--- config.mk ---
export PLATFORM = sky130hd
export DESIGN_NAME = scan_cmd_queue
export DESIGN_NICKNAME = d
export VERILOG_FILES = /design/src/rtl/scanchain_pkg.sv /design/src/rtl/scan_cmd_mem.sv /design/src/rtl/scan_cmd_queue.sv
export SDC_FILE = /design/constraint.sdc
export NUM_CORES = 1
export LEC_CHECK = 0
export CORE_UTILIZATION = 51
export CTS_BUF_LIST = sky130_fd_sc_hd__clkbuf_16
export DETAILED_ROUTE_END_ITERATION = 10
export PLACE_DENSITY = 0.81
export RECOVER_POWER = 50
export SETUP_SLACK_MARGIN = 0.15
export SLEW_MARGIN = 20
export SYNTH_ARGS = -nofsm -noshare
export SYNTH_HDL_FRONTEND = slang
export SYNTH_HIERARCHICAL = 1
export SYNTH_SLANG_ARGS = --single-unit
--- constraint.sdc ---
create_clock -name clk -period 27.4 [get_ports clk]
set_input_delay 8.22 -clock clk [delete_from_list [all_inputs] [get_ports clk]]
set_output_delay 8.22 -clock clk [all_outputs]
set_load 0.01 [all_outputs]
--- src/rtl/scanchain_pkg.sv ---
// Shared scan-chain command types used by the UART client, queue and writer.
// Fixed field widths and the packed command layout {reset, addr, payload}.
package scanchain_pkg;

    localparam int SC_ADDR_BITS    = 12;
    localparam int SC_PAYLOAD_BITS = 169;
    localparam int SC_ENTRY_BITS   = SC_ADDR_BITS + SC_PAYLOAD_BITS + 1;

    typedef struct packed {
        logic                       reset;
        logic [SC_ADDR_BITS-1:0]    addr;
        logic [SC_PAYLOAD_BITS-1:0] payload;
    } scan_cmd_t;

endpackage

--- src/rtl/scan_cmd_mem.sv ---
// Command storage: DEPTH x WIDTH registers, one clocked write port, one async read.
// Ports: clk, reset (async, high), we/waddr/wdata write, raddr -> rdata read.
module scan_cmd_mem
    import scanchain_pkg::*;
#(
    parameter int DEPTH = 4,
    parameter int WIDTH = SC_ENTRY_BITS,
    parameter int AW    = $clog2(DEPTH)
) (
    input  logic             clk,
    input  logic             reset,
    input  logic             we,
    input  logic [AW-1:0]    waddr,
    input  logic [WIDTH-1:0] wdata,
    input  logic [AW-1:0]    raddr,
    output logic [WIDTH-1:0] rdata
);

    logic [WIDTH-1:0] mem [DEPTH];

    always_ff @(posedge clk or posedge reset) begin
        if (reset) begin
            for (int i = 0; i < DEPTH; i++) begin
                mem[i] <= '0;
            end
        end else if (we) begin
            mem[waddr] <= wdata;
        end
    end

    assign rdata = mem[raddr];

endmodule

--- src/rtl/scan_cmd_queue.sv ---
// Scan command FIFO between UART client and scan serialiser (first-word fall-through).
// Ports: in_* push handshake, out_* pop handshake, flush, count, sticky stall_seen.
module scan_cmd_queue
    import scanchain_pkg::*;
#(
    parameter int ADDR_BITS    = SC_ADDR_BITS,
    parameter int PAYLOAD_BITS = SC_PAYLOAD_BITS,
    parameter int DEPTH        = 4,
    parameter int PTR_BITS     = $clog2(DEPTH)
) (
    input  logic                    clk,
    input  logic                    reset,
    input  logic                    in_valid,
    output logic                    in_ready,
    input  logic [ADDR_BITS-1:0]    in_addr,
    input  logic [PAYLOAD_BITS-1:0] in_payload,
    input  logic                    in_reset,
    output logic                    out_valid,
    input  logic                    out_ready,
    output logic [ADDR_BITS-1:0]    out_addr,
    output logic [PAYLOAD_BITS-1:0] out_payload,
    output logic                    out_reset,
    input  logic                    flush,
    output logic [PTR_BITS:0]       count,
    output logic                    stall_seen,
    input  logic                    clear_stall
);

    localparam int ENTRY_BITS = ADDR_BITS + PAYLOAD_BITS + 1;
    localparam logic [PTR_BITS:0] FULL_CNT = (PTR_BITS + 1)'(DEPTH);

    logic [PTR_BITS-1:0]   wptr;
    logic [PTR_BITS-1:0]   rptr;
    logic [ENTRY_BITS-1:0] wdata;
    logic [ENTRY_BITS-1:0] rdata;
    logic                  push;
    logic                  pop;
    logic                  full;

    assign full      = (count == FULL_CNT);
    assign in_ready  = ~full & ~flush;
    assign out_valid = (count != '0);
    assign push      = in_valid & in_ready;
    // A flush wins over a pop in the same cycle.
    assign pop       = out_valid & out_ready & ~flush;

    assign wdata = {in_reset, in_addr, in_payload};
    assign {out_reset, out_addr, out_payload} = rdata;

    scan_cmd_mem #(
        .DEPTH (DEPTH),
        .WIDTH (ENTRY_BITS),
        .AW    (PTR_BITS)
    ) u_mem (
        .clk   (clk),
        .reset (reset),
        .we    (push),
        .waddr (wptr),
        .wdata (wdata),
        .raddr (rptr),
        .rdata (rdata)
    );

    always_ff @(posedge clk or posedge reset) begin
        if (reset) begin
            wptr  <= '0;
            rptr  <= '0;
            count <= '0;
        end else if (flush) begin
            wptr  <= '0;
            rptr  <= '0;
            count <= '0;
        end else begin
            if (push) wptr <= wptr + PTR_BITS'(1);
            if (pop)  rptr <= rptr + PTR_BITS'(1);
            if (push & ~pop) begin
                count <= count + (PTR_BITS + 1)'(1);
            end else if (pop & ~push) begin
                count <= count - (PTR_BITS + 1)'(1);
            end
        end
    end

    // Setting beats clearing so a stall in the clear cycle is not lost.
    always_ff @(posedge clk or posedge reset) begin
        if (reset) begin
            stall_seen <= 1'b0;
        end else if (in_valid & ~in_ready & ~flush) begin
            stall_seen <= 1'b1;
        end else if (clear_stall) begin
            stall_seen <= 1'b0;
        end
    end

endmodule

* Word-level counts from Yosys, hierarchy flattened *
Index checks and enable logic that the tools add are counted.

storage, ports and cells
  flip-flop bits (word level) = 736
  output and inout bits = 188
  logic and storage cells = 52

operators by class
  add/subtract/negate cells = 4
  order comparisons = 3
  eq/ne operators = 1
  muxes and demuxes = 15
  bitwise logic cells = 15
  reduce and logical (&&, ||, !) cells = 6

operators with widths
  operator                                                   count
  bitwise mux 728 bit                                        1
  two-way mux 182 bit                                        3
  binary-select mux 182 bit (select 2 bit)                   1
  demux 182 bit (select 2 bit)                               1
  two-way mux 3 bit                                          3
  bitwise AND 1 bit                                          8
  two-way mux 2 bit                                          4
  greater-or-equal comparator 3 bit (second input constant)  2
  NOT 2 -> 3 bit                                             2
  nonzero test 2 bit                                         3
  nonzero test 3 bit                                         2
  NOT 1 bit                                                  5
  adder 2 x 1 -> 2 bit (second input constant)               2
  adder 3 x 1 -> 3 bit (second input constant)               1
  equality test 3 bit (second input constant)                1
  < comparator 3 x 1 -> 1 bit (second input constant)        1
  subtractor 3 x 1 -> 3 bit (second input constant)          1
  two-way mux 1 bit                                          2
  logical AND 1 bit                                          1

* Depth between registers and ports, before layout *
Gate-level depths: netlist (run 1).

  word-level depth = 9
  gate-level depth with buffers = 9

* By module *
Netlist (run 1), hierarchy kept.

by module, submodules not included
  module          instances  cells an instance  area each (um2)
  scan_cmd_mem    1          1763               31607.8
  scan_cmd_queue  1          54                 514.2

* Worst setup path after synthesis (run 1) *
OpenSTA, ideal clock, no wires.

  path type = in2out
  from = in flush
  to = out in_ready
  arrival = 8582 ps
  data required time = 19180 ps
  setup slack = 10598 ps
  stages on the path = 2
  path buffers = 1
  cell sequence = buf_2 a21oi_1

between the ends
  word-level cells in the longest chain between the ends = 2

ends and longest elaborated chain
  item               line                  RTL
  from (decl)        scan_cmd_queue.sv:23  input logic flush,
  NOT 1 bit          scan_cmd_queue.sv:41  assign in_ready = ~full & ~flush;
  bitwise AND 1 bit  scan_cmd_queue.sv:41
  to (decl)          scan_cmd_queue.sv:14  output logic in_ready,

No other way between the ends.

==> flow_summary.ini, run 1 <==
[pwr]
power_density_nw_per_um2 = 114.8
power_uw = 4430
leakage_uw = 0.01653
peakVddDrop_mv = 0.06515

[timing]
min_period_over_period = 0.7046
finalHoldViolations = 0
fin_tns_setup_ns = 0
fmax_mhz = 51.80
finClkSkew_ns = 0.01786
finalSetupViolCount = 0
min_period_ns = 19.31
relSlewSlack = -5.015
worst_pin_slew_ns = 9.023
grt_setup_unrepaired = false
slew_violations = 848

[clock_network]
cts_resized = 0
post_cts_buffers = 0
clock-root-buffer = clkbuf_16
cts_made_buffers = 79
cts_tree = yes
path_clk_slew_ns = 0.06
cts_buffer_depth = 3
cts_sinks = 736
clock_latency_ns = 0.62
htreeDepth = 3
cts.hold.buffers_added = 0

[routing]
drt_iter0_drc = 979
first_pass_iters = 4
wl_um = 71910
ant_nets = 0
drc = 0
vias = 17530
routedWlPerCell_um = 23.32
vias_per_cell = 5.685

[placed_design]
place_hpwl_um = 43700
gp_congestion = 0.7483
io_buffers = 375

[yosys]
mappedNetlistArea_um2 = 32120
ys_types = 34
ys.warnings.count = 6
synth-seq-cells = 736
syn_nets = 2006
syn_area_per_cell_um2 = 17.68
synth_seq_area_share = 0.5734
syn_inst = 1817

[cells_and_area]
layout_common_cells = dfrtp_1, mux2_2, clkdlybuf4s50_1
nets = 2362
layout_commonest_cell = dfrtp_1
final_util = 0.6228
layout-drive-gt1-share = 0.4648
synthToLayoutAreaGrowth_pct = 20.10

[worst_setup_path]
endpoint_kind = async pin
required_ns = 25.84
startpoint_type = input pin
setup.worst_path.class = input pin to async pin
critPathMaxFanout = 177
worstPathArrival_ns = 17.75

[floorplan]
num_rows = 91
core_area_um2 = 61940
die_w_um = 253.0
dieArea_um2 = 63990
io_pins = 376
start_util = 0.5186
die_h_um = 253.0

[global_route]
antenna_found_initial = 16
grt_pass1_vias = 20020
track_usage = 0.2298
grt_pass1_wl_um = 113500
grt_max_degree = 196
overflow = 0

[outcome]
violations = max-capacitance violations, max-slew violations
status = finished with violations

[run]
drv_cap = 10

[worst_hold_path]
min_path_type = flip-flop to flip-flop
critical path, stage by stage:
cell	delay, ns
dlygate4sd3_1	0.59
clkinvlp_4	0.08
clkbuf_1	2.17
clkbuf_1	6.43
kinds of logic (layout without fill, tap and decap cells):
kind of cell	after synthesis	in the layout	synth area share
multiplexers	911	911	0.3831
flip-flops	736	736	0.5734
buffers and inverters	129	543	0.03408
AND/OR/NAND/NOR	23	23	0.004713
AO/OA/AOI/OAI	12	12	0.002727
XOR/XNOR	5	5	0.001363
adder cells (fa/ha/maj)	1	1	0.0006232
other	0	15	0
worst paths after layout:
kind / from / endpoint / slack (ns) / cells after the start
min in group asynchronous: reset / stall_seen / 8.08 / 2
setup reg to reg: count[1] / u_mem/mem[562] / 17.92 / 6
max in group clk: flush / in_ready / 9.54 / 3
setup / recovery: reset / u_mem/mem[331] / 8.09 / 4
hold / removal: u_mem/mem[466] / u_mem/mem[466] / 0.50 / 1
hold reg to reg: u_mem/mem[466] / u_mem/mem[466] / 0.50 / 1
final cells by class:
cell class	count	area, um2
Multi-Input combinational cell	952	12600
Timing Repair Buffer	398	3925
Tap cell	837	1047
Clock buffer	80	2002
Antenna cell	15	37.54
Clock inverter	59	519.2
Fill cell	4400	23360
Sequential cell	736	18430
Inverter	6	26.28
layer usage:
layer | wire length [um] | global-route usage
met5 | 81 | 0
met4 | 2390 | 0.09368
met3 | 4369 | 0.06240
met2 | 35870 | 0.3819
met1 | 29190 | 0.2848
synthesized netlist by cell type, drive strengths merged:
cell	instances	share of area
a211oi	1	0.00023
a21oi	3	0.00058
a31o	1	0.00027
a31oi	2	0.00039
and2	1	0.00019
buf	116	0.033
clkbuf	7	0.00082
dfrtp	736	0.57
fa	1	0.00062
inv	6	0.00070
mux2	728	0.26
mux2i	1	0.00031
mux4	182	0.13
nand2	5	0.00066
nand2b	1	0.00043
nand3	3	0.00047
nand3b	4	0.00093
nor2	4	0.00047
nor3b	2	0.00062
nor4bb	1	0.00031
o2111ai	1	0.00027
o21ai	1	0.00016
o21bai	1	0.00023
o22ai	1	0.00019
o31ai	1	0.00039
or3	1	0.00035
or3b	1	0.00027
xnor2	1	0.00027
xor2	4	0.0011
flip-flops by register name, summed over array words and instances (netlist names):
signal      count
rptr            2
wptr            2
count           3
u_mem/mem     728
stall_seen      1
where the power goes:
group / switching, uW / total [uW] / internal (uW)
clock: 432 / 1040 / 607
combinational: 570 / 1570 / 999
sequential: 254 / 1820 / 1570
through the flow:
step	setup WS, ns	area (um2)	hold slack [ns]	instances
4_1_cts	9.598	38630	0.4997	3067
6_report	8.094	38580	0.4986	3083
3_3_place_gp	9.569	36110	0.4810	2928
2_1_floorplan	9.206	32130	0.4738	1817
5_1_grt	5.659	38560	0.5077	3077
3_5_place_dp	9.598	36110	0.4867	2928
(Power assumes the default switching activity.)
==> run 2, diff against run 1 <==
==> constraint.sdc (replaced) <==
create_clock -name clk -period 16.6 [get_ports clk]
set_input_delay 4.98 -clock clk [delete_from_list [all_inputs] [get_ports clk]]
set_output_delay 4.98 -clock clk [all_outputs]
set_load 0.01 [all_outputs]
==> run 2 against run 1 <==
The run still ends with max-capacitance violations, max-slew violations left. Combinational power rose by 64%. Sequential power rose by 65%. Utilization barely moved. Worst setup slack got worse by 3.8 ns. Via count fell by 0.80%. Final cell count barely moved. Total power rose by 64%. Register-to-register slack got worse by 7.7 ns. Non-clock buffer count rose by 7. Hold slack barely moved. Largest power group unchanged.
==> flow_summary.ini, run 2 (synthesized netlist as in run 1, its figures left out) <==
[outcome]
violations = max-capacitance violations, max-slew violations
status = finished with violations

[clock_network]
cts_made_buffers = 78
cts.hold.buffers_added = 0
cts_tree = yes
cts_resized = 0
htreeDepth = 3
cts_buffer_depth = 3
path_clk_slew_ns = 0.05
cts_sinks = 736
clock-root-buffer = clkbuf_16
post_cts_buffers = 0
clock_latency_ns = 0.62

[routing]
vias = 17390
drc = 0
drt_iter0_drc = 995
wl_um = 71800
first_pass_iters = 4
vias_per_cell = 5.634
ant_nets = 0
routedWlPerCell_um = 23.27

[worst_setup_path]
required_ns = 16.30
crit_start = reset
startpoint_type = input pin
r2r_cells = 6
setup.worst_path.class = input pin to async pin
critPathMaxFanout = 131
endpoint_kind = async pin
worstPathArrival_ns = 12.00
r2r-start = count[0]

[run]
drv_cap = 11

[floorplan]
num_rows = 91
core_area_um2 = 61940
dieArea_um2 = 63990
start_util = 0.5186
die_w_um = 253.0
die_h_um = 253.0
io_pins = 376

[pwr]
peakVddDrop_mv = 0.1374
leakage_uw = 0.01657
p_sw_frac = 0.2861
clock_power_share = 0.231
pwr-share-comb = 0.355
seqPwrFrac = 0.414
power_density_nw_per_um2 = 187.9
p_sw_uw = 2074
intPower_uw = 5176
power_uw = 7250

[cells_and_area]
top_register = u_mem/mem
register_area_um2 = 18430
layout-drive-gt1-share = 0.4649
synthToLayoutAreaGrowth_pct = 20.14
reg_top3 = u_mem/mem: 728 flops, count: 3 flops
nets = 2368
fillCellCount = 4409
layout_common_cells = dfrtp_1, mux2_2, clkdlybuf4s50_1
layout_commonest_cell = dfrtp_1
multi_input_area_um2 = 12590
final_cell_count_no_fill = 3086
largest_reg_flops = 728

[placed_design]
gp_congestion = 0.7802
place_ws_ns = 5.265
placedCellCount = 2934
io_buffers = 375
place_hpwl_um = 44760

[timing]
fin_tns_setup_ns = 0
hold_ws_ns = 0.4982
fmax_mhz = 81.31
finalHoldViolations = 0
fin_ws_ns = 4.301
grt_setup_unrepaired = false
worst_pin_slew_ns = 4.301
finClkSkew_ns = 0.01780
relSlewSlack = -1.867
min_period_ns = 12.30
finalSetupViolCount = 0
min_period_over_period = 0.7409
slew_violations = 531

[global_route]
grt_max_degree = 203
grtUsageMet3 = 0.06918
overflow = 0
grt_util_met2 = 0.3909
top_usage_layer = met2
grt_pass1_vias = 19920
antenna_found_initial = 20
use_met1 = 0.2747
grt_pass1_wl_um = 112800
track_usage = 0.2291

[worst_hold_path]
min_path_type = flip-flop to flip-flop
min_from = u_mem/mem[440]
min_path_cells = 1
==> run 2: cell count changes in the layout (fill, tap and decap cells not counted), moves of 2 or more <==
cell | previous run | this run
inv_6 | 5 | 3
bufinv_16 | 8 | 6
clkinv_8 | 0 | 4
buf_6 | 0 | 3
clkinv_2 | 10 | 15
clkinv_1 | 16 | 13
buf_4 | 12 | 14
diode_2 | 15 | 10
mux2_1 | 1 | 4
mux2_2 | 727 | 724
==> run 2: per-layer routing <==
layer	share of wire	wire (um)
met1	0.39	28080
met2	0.52	37110
met3	0.062	4458
met4	0.028	2010
met5	0.0021	152
==> run 2: worst max-delay path, cell delays in order <==
cell and delay, ns:
dlygate4sd3_1 0.58, clkinvlp_4 0.07, clkbuf_1 2.69, buf_16 0.46, clkbuf_1 3.06
==> run 2: path summary, 6_finish.rpt <==
kind / endpoint / slack [ns]
min in group asynchronous: rptr[0] / 4.83
hold / removal: u_mem/mem[440] / 0.50
max in group clk: in_ready / 5.22
setup / recovery: u_mem/mem[79] / 4.30
setup reg to reg: u_mem/mem[34] / 10.18
hold reg to reg: u_mem/mem[440] / 0.50
==> run 2: power groups by stage <==
| stage | clock (uW) | combinational [uW] | sequential, uW |
|---|---|---|---|
| finish | 1670 | 2570 | 3000 |
| floorplan | 0 | 1610 | 2870 |
| CTS | 1720 | 2600 | 3000 |
| detailed placement | 0 | 2580 | 3030 |
| global placement | 0 | 2510 | 2930 |
| global route | 1790 | 2720 | 3100 |
==> run 2: through the flow <==
| stage | utilization | instance area (um2) |
|---|---|---|
| after floorplan | - | 32130 |
| after global placement | 0.5831 | 36120 |
| after detailed placement | 0.5831 | 36120 |
| after CTS | 0.6230 | 38590 |
| after global routing | 0.6230 | 38590 |
| final | 0.6230 | 38590 |
==> run 2: layout make-up <==
| class | count | share of cell area |
|---|---|---|
| Tap cell | 837 | 0.02714 |
| Sequential cell | 736 | 0.4775 |
| Multi-Input combinational cell | 952 | 0.3263 |
| Timing Repair Buffer | 405 | 0.1038 |
| Clock buffer | 79 | 0.05123 |
| Clock inverter | 61 | 0.01281 |
| Antenna cell | 10 | 0.0006484 |
| Inverter | 6 | 0.0006809 |
==> patch 1, RTL diff (settings of run 1) <==
Change the package constant `SC_ADDR_BITS` from 12 to 14.
--- a/src/rtl/scanchain_pkg.sv
+++ b/src/rtl/scanchain_pkg.sv
@@ -3,5 +3,5 @@
 package scanchain_pkg;
 
-    localparam int SC_ADDR_BITS    = 12;
+    localparam int SC_ADDR_BITS    = 14;
     localparam int SC_PAYLOAD_BITS = 169;
     localparam int SC_ENTRY_BITS   = SC_ADDR_BITS + SC_PAYLOAD_BITS + 1;
Interface: changed (resized in_addr and out_addr); port bits go from 376 to 380. The function was not compared with the original's and may differ.
==> patch 1 against run 1 <==
  * The flow still finishes with violations (capacitance limit, slew limit)
  * Final area grew 0.64%
  * Power shrank 0.70%
  * Synthesized area about the same
  * Fmax down 2.6%
  * Wire length is 1.3% lower
  * Worst setup slack worse by 0.52 ns
  * Core utilization up 0.40 points
  * Global-route usage shrank 0.26 points
  * Clock power decreased by 4%
  * Sequential cell count rose by 8
  * Largest power group unchanged
==> patch 1: results (changes against run 1) <==
- Largest fanout on the critical path: 138 (was 177)
- Fill cells: 4455 (was 4400)
- Initial drt markers: 895 (was 979)
- All-Layer GR Usage: 22.7% (was 23.0%)
- Pin count of the biggest net entering global routing: 199 (was 196)
- GPL Wtd Cong: 0.808 (was 0.748)
- Vias in the first global route: 20368 (was 20016)
- Slew headroom: -385% (was -502%)
- Initial antenna violation count: 14 (was 16)
- Port Buf Inserts: 379 (was 375)
- DR pass1 iterations: 5 (was 4)
- Adder-Cell Fraction of Synth Area: 0.0623% (about the same)
- Outcome: complete, but fails checks (unchanged)
- Wire per inst: 22.9 um (was 23.3 um)
- Cell Area, Placed: 36500 sq um (was 36100 sq um)
- Mux share of post-synthesis cell area: 38.7% (was 38.3%)
- Vias per inst: 5.71 (was 5.68)
- Failing checks: capacitance limit, slew limit (unchanged)
- Avg Cell Area, Syn: 17.5 sq um (was 17.7 sq um)
- Max VDD drop: 0.0673 mV (was 0.0652 mV)
- Max-cap violation count: 12 (was 10)
- Placed cells: 2955 (was 2928)
- Synth Area in Compound Gates: 0.273% (about the same)
- Layout Nets: 2390 (was 2362)
- Max Slew Vio Count: 727 (was 848)
- First-pass GRT wire length: 113 mm (was 114 mm)
- Arr. time, crit path: 20.44 ns (was 17.75 ns)
## patch 1: cell types whose count changed after synthesis, sizes merged
cell,run 1,this run
mux4,182,184
buf,116,122
mux2,728,736
clkbuf,7,2
dfrtp,736,744
## patch 1: cells by family (layout without fill, tap and decap cells)
kind of cell,count (synthesis),after routing
buffers and inverters,130,545
and+or+nand+nor,23,23
muxes,921,921
adders and majority gates,1,1
other,0,10
DFF,744,744
xor gates and xnor gates,5,5
AOI/OAI and AO/OA,12,12
## patch 1: metrics by stage
step                worst slack (ns)  hold WS, ns
floorplan                       9.09        0.474
global placement                9.56        0.481
detailed placement              9.55        0.487
CTS                             9.54        0.499
global route                    5.07        0.505
finish                          7.57        0.498
## patch 1: critical path, cell delays in order
cell           delay, ns
dlygate4sd3_1       0.58
clkinvlp_4          0.07
clkbuf_1            2.29
clkbuf_1            5.23
clkbuf_1            2.90
buf_4               0.99
## patch 1: per-layer routing
metal | vias up | global-route usage, % | share of wire [%]
met5 | - | 0 | 0.085
met4 | 8 | 8.47 | 2.7
met3 | 120 | 5.65 | 5.7
met2 | 361 | 39.0 | 52
met1 | 9567 | 27.8 | 40
li1 | 7633 | - | -
## patch 1: final timing paths
kind / from / endpoint / slack [ns] / cells after the start
hold reg to reg: u_mem/mem[398]$_DFFE_PP0P_ / u_mem/mem[398]$_DFFE_PP0P_ / 0.50 / 1
max in group clk: flush / in_ready / 9.48 / 3
setup reg to reg: count[1]$_DFFE_PP0P_ / u_mem/mem[49]$_DFFE_PP0P_ / 21.35 / 6
min in group asynchronous: reset / rptr[1]$_DFFE_PP0P_ / 8.08 / 2
hold / removal: u_mem/mem[398]$_DFFE_PP0P_ / u_mem/mem[398]$_DFFE_PP0P_ / 0.50 / 1
setup / recovery: reset / u_mem/mem[239]$_DFFE_PP0P_ / 7.57 / 6
## patch 1: power by group
group / switching [mW] / internal [mW] / total (mW) / leakage, nW
clock network: 0.418 / 0.578 / 0.996 / 1.26
logic: 0.573 / 1.00 / 1.57 / 6.12
registers: 0.246 / 1.58 / 1.83 / 9.29
total: 1.24 / 3.16 / 4.40 / 16.7
## patch 1: final cells by class
| type | instances | area [sq um] | share of cell area (%) |
|---|---|---|---|
| Sequential cell | 744 | 18600 | 48.0 |
| Multi-Input combinational cell | 962 | 12700 | 32.8 |
| Timing Repair Buffer | 407 | 3980 | 10.2 |
| Clock buffer | 79 | 1980 | 5.09 |
| Tap cell | 837 | 1050 | 2.70 |
| Clock inverter | 53 | 418 | 1.08 |
| Inverter | 6 | 26.3 | 0.0677 |
| Antenna cell | 10 | 25.0 | 0.0645 |
==> patch 2, RTL diff (flow settings as in run 1) <==
Without the edit above. Put one more register stage on the output `count`. The value now appears one clock later. The other outputs are not delayed to match.
--- a/src/rtl/scan_cmd_queue.sv
+++ b/src/rtl/scan_cmd_queue.sv
@@ -30,4 +30,6 @@
     localparam logic [PTR_BITS:0] FULL_CNT = (PTR_BITS + 1)'(DEPTH);
 
+    logic [PTR_BITS:0] count_s0;
+
     logic [PTR_BITS-1:0]   wptr;
     logic [PTR_BITS-1:0]   rptr;
@@ -38,7 +40,7 @@
     logic                  full;
 
-    assign full      = (count == FULL_CNT);
+    assign full      = (count_s0 == FULL_CNT);
     assign in_ready  = ~full & ~flush;
-    assign out_valid = (count != '0);
+    assign out_valid = (count_s0 != '0);
     assign push      = in_valid & in_ready;
     // A flush wins over a pop in the same cycle.
@@ -66,16 +68,16 @@
             wptr  <= '0;
             rptr  <= '0;
-            count <= '0;
+            count_s0 <= '0;
         end else if (flush) begin
             wptr  <= '0;
             rptr  <= '0;
-            count <= '0;
+            count_s0 <= '0;
         end else begin
             if (push) wptr <= wptr + PTR_BITS'(1);
             if (pop)  rptr <= rptr + PTR_BITS'(1);
             if (push & ~pop) begin
-                count <= count + (PTR_BITS + 1)'(1);
+                count_s0 <= count_s0 + (PTR_BITS + 1)'(1);
             end else if (pop & ~push) begin
-                count <= count - (PTR_BITS + 1)'(1);
+                count_s0 <= count_s0 - (PTR_BITS + 1)'(1);
             end
         end
@@ -93,4 +95,8 @@
     end
 
+    always_ff @(posedge clk) begin
+        count <= count_s0;
+    end
+
 endmodule
 
Check against the original RTL: not equivalent (Yosys sat finds a counterexample within 4 cycles, from zero or initial values and one cycle with reset high).
==> patch 2 against run 1 <==
  * Largest power group unchanged
  * Worst setup slack got worse by 0.83 ns
  * Wire length decreased by 1.0%
  * Power down 3.1%
  * Worst hold slack worse by 0.0022 ns
  * Final area rose by 0.61%
  * Synthesized area increased by 0.40%
  * First-iteration DRC count is 16% lower
  * Core utilization up 0.26 points
  * Sequential cell count increased by 3
  * Largest cell class unchanged
  * The flow still finishes with violations (capacitance limit, slew limit)
  * Register-to-register slack gained 3.1 ns
==> patch 2: results (changes against run 1) <==
- Outcome: complete, but fails checks (unchanged)
- Failing checks: capacitance limit, slew limit (unchanged)
- Vias per inst: 5.68 (about the same)
- Mux share of post-synthesis cell area: 38.2% (was 38.3%)
- Arr. time, crit path: 20.81 ns (was 17.75 ns)
- Post-Syn Nets: 2022 (was 2006)
- Placed cells: 2943 (was 2928)
- Largest registers: u_mem/mem x728, count x3, count_s0 x3 (was u_mem/mem x728, count x3)
- First-pass GRT wire length: 112 mm (was 114 mm)
- Met2 usage: 38.6% (was 38.2%)
- Max-cap violation count: 10 (unchanged)
- Yosys cell types: 41 (was 34)
- Routed via count: 17592 (was 17526)
- Hold Slack: 0.496 ns (was 0.499 ns)
- Actual slew at the worst max-slew pin: 7.00 ns (was 9.02 ns)
- Wire per inst: 23.0 um (was 23.3 um)
- GPL Wtd Cong: 0.761 (was 0.748)
- Synth top area cells: dfrtp_1 57%, mux2_2 25%, mux4_2 13% (was dfrtp_1 57%, mux2_2 26%, mux4_2 13%)
- Fill cells: 4334 (was 4400)
- Synth Area in Compound Gates: 0.322% (was 0.273%)
- All-Layer GR Usage: 22.6% (was 23.0%)
- Layout cells sized above 1: 46.4% (was 46.5%)
- Pin count of the biggest net entering global routing: 212 (was 196)
- Adder-Cell Fraction of Synth Area: 0.0621% (was 0.0623%)
- Hold_sp: u_mem/mem[446]$_DFFE_PP0P_ (was u_mem/mem[466]$_DFFE_PP0P_)
- Register area share after synthesis: 57.3% (about the same)
- Largest fanout on the critical path: 135 (was 177)
- GR Layer Usage met1: 27.3% (was 28.5%)
- Synth Area in XOR/XNOR: 0.0815% (was 0.136%)
- Post-synth top cells: 736 x dfrtp_1, 728 x mux2_2, 182 x mux4_2 (unchanged)
- Max VDD drop: 0.0664 mV (was 0.0652 mV)
- Max Slew Vio Count: 621 (was 848)
- P_leak: 16.7 nW (was 16.5 nW)
-- patch 2: cell type report --
type,instances,area share [%]
well taps,837,2.70
repair buffers,402,10.3
clock inverters,56,1.49
inverters,6,0.0677
clock buffers,80,5.16
multi-input cells,962,32.6
flip-flops and latches,739,47.6
diodes,14,0.0903
-- patch 2: power groups by stage --
| stage | Sequential [mW] | Clock (mW) | Combinational, mW |
|---|---|---|---|
| 2_1_floorplan | 1.67 | 0 | 0.925 |
| 6_report | 1.74 | 1.06 | 1.49 |
| 3_5_place_dp | 1.76 | 0 | 1.49 |
| 5_1_grt | 1.79 | 1.13 | 1.58 |
| 4_1_cts | 1.75 | 1.08 | 1.50 |
| 3_3_place_gp | 1.71 | 0 | 1.45 |
-- patch 2: routing by layer --
layer,share of wire [%],up-vias
met5,0.19,-
met4,3.0,20
met3,5.2,137
met2,52,328
met1,40,9506
li1,-,7601
-- patch 2: worst max path at each step --
stage               startpoint                         end  slack, ns  cells past startpoint
finish                   reset  u_mem/mem[717]$_DFFE_PP0P_       7.27                      7
global route             reset  u_mem/mem[209]$_DFFE_PP0P_       4.88                      7
CTS                      flush                    in_ready       9.47                      3
detailed placement       flush                    in_ready       9.52                      3
global placement         flush                    in_ready       9.52                      3
floorplan                reset    u_mem/mem[0]$_DFFE_PP0P_       9.21                      1
-- patch 2: per-stage QoR --
step | cell area, sq um | setup slack [ns]
after global placement | 36200 | 9.52
after floorplan | 32300 | 9.21
final | 38800 | 7.27
after detailed placement | 36200 | 9.52
after CTS | 38800 | 9.47
after global routing | 38800 | 4.88
-- patch 2: worst max-delay path, stage by stage --
cell	delay, ns
dlygate4sd3_1	0.59
clkinvlp_4	0.08
clkbuf_1	2.84
clkbuf_1	5.11
clkbuf_1	2.83
buf_12	0.39
buf_16	0.49
-- patch 2: cell families after synthesis --
kind of cell	after synthesis
and+or+nand+nor	32
xor gates and xnor gates	3
DFF	739
adders and majority gates	1
muxes	911
AOI/OAI and AO/OA	15
buffers and inverters	132
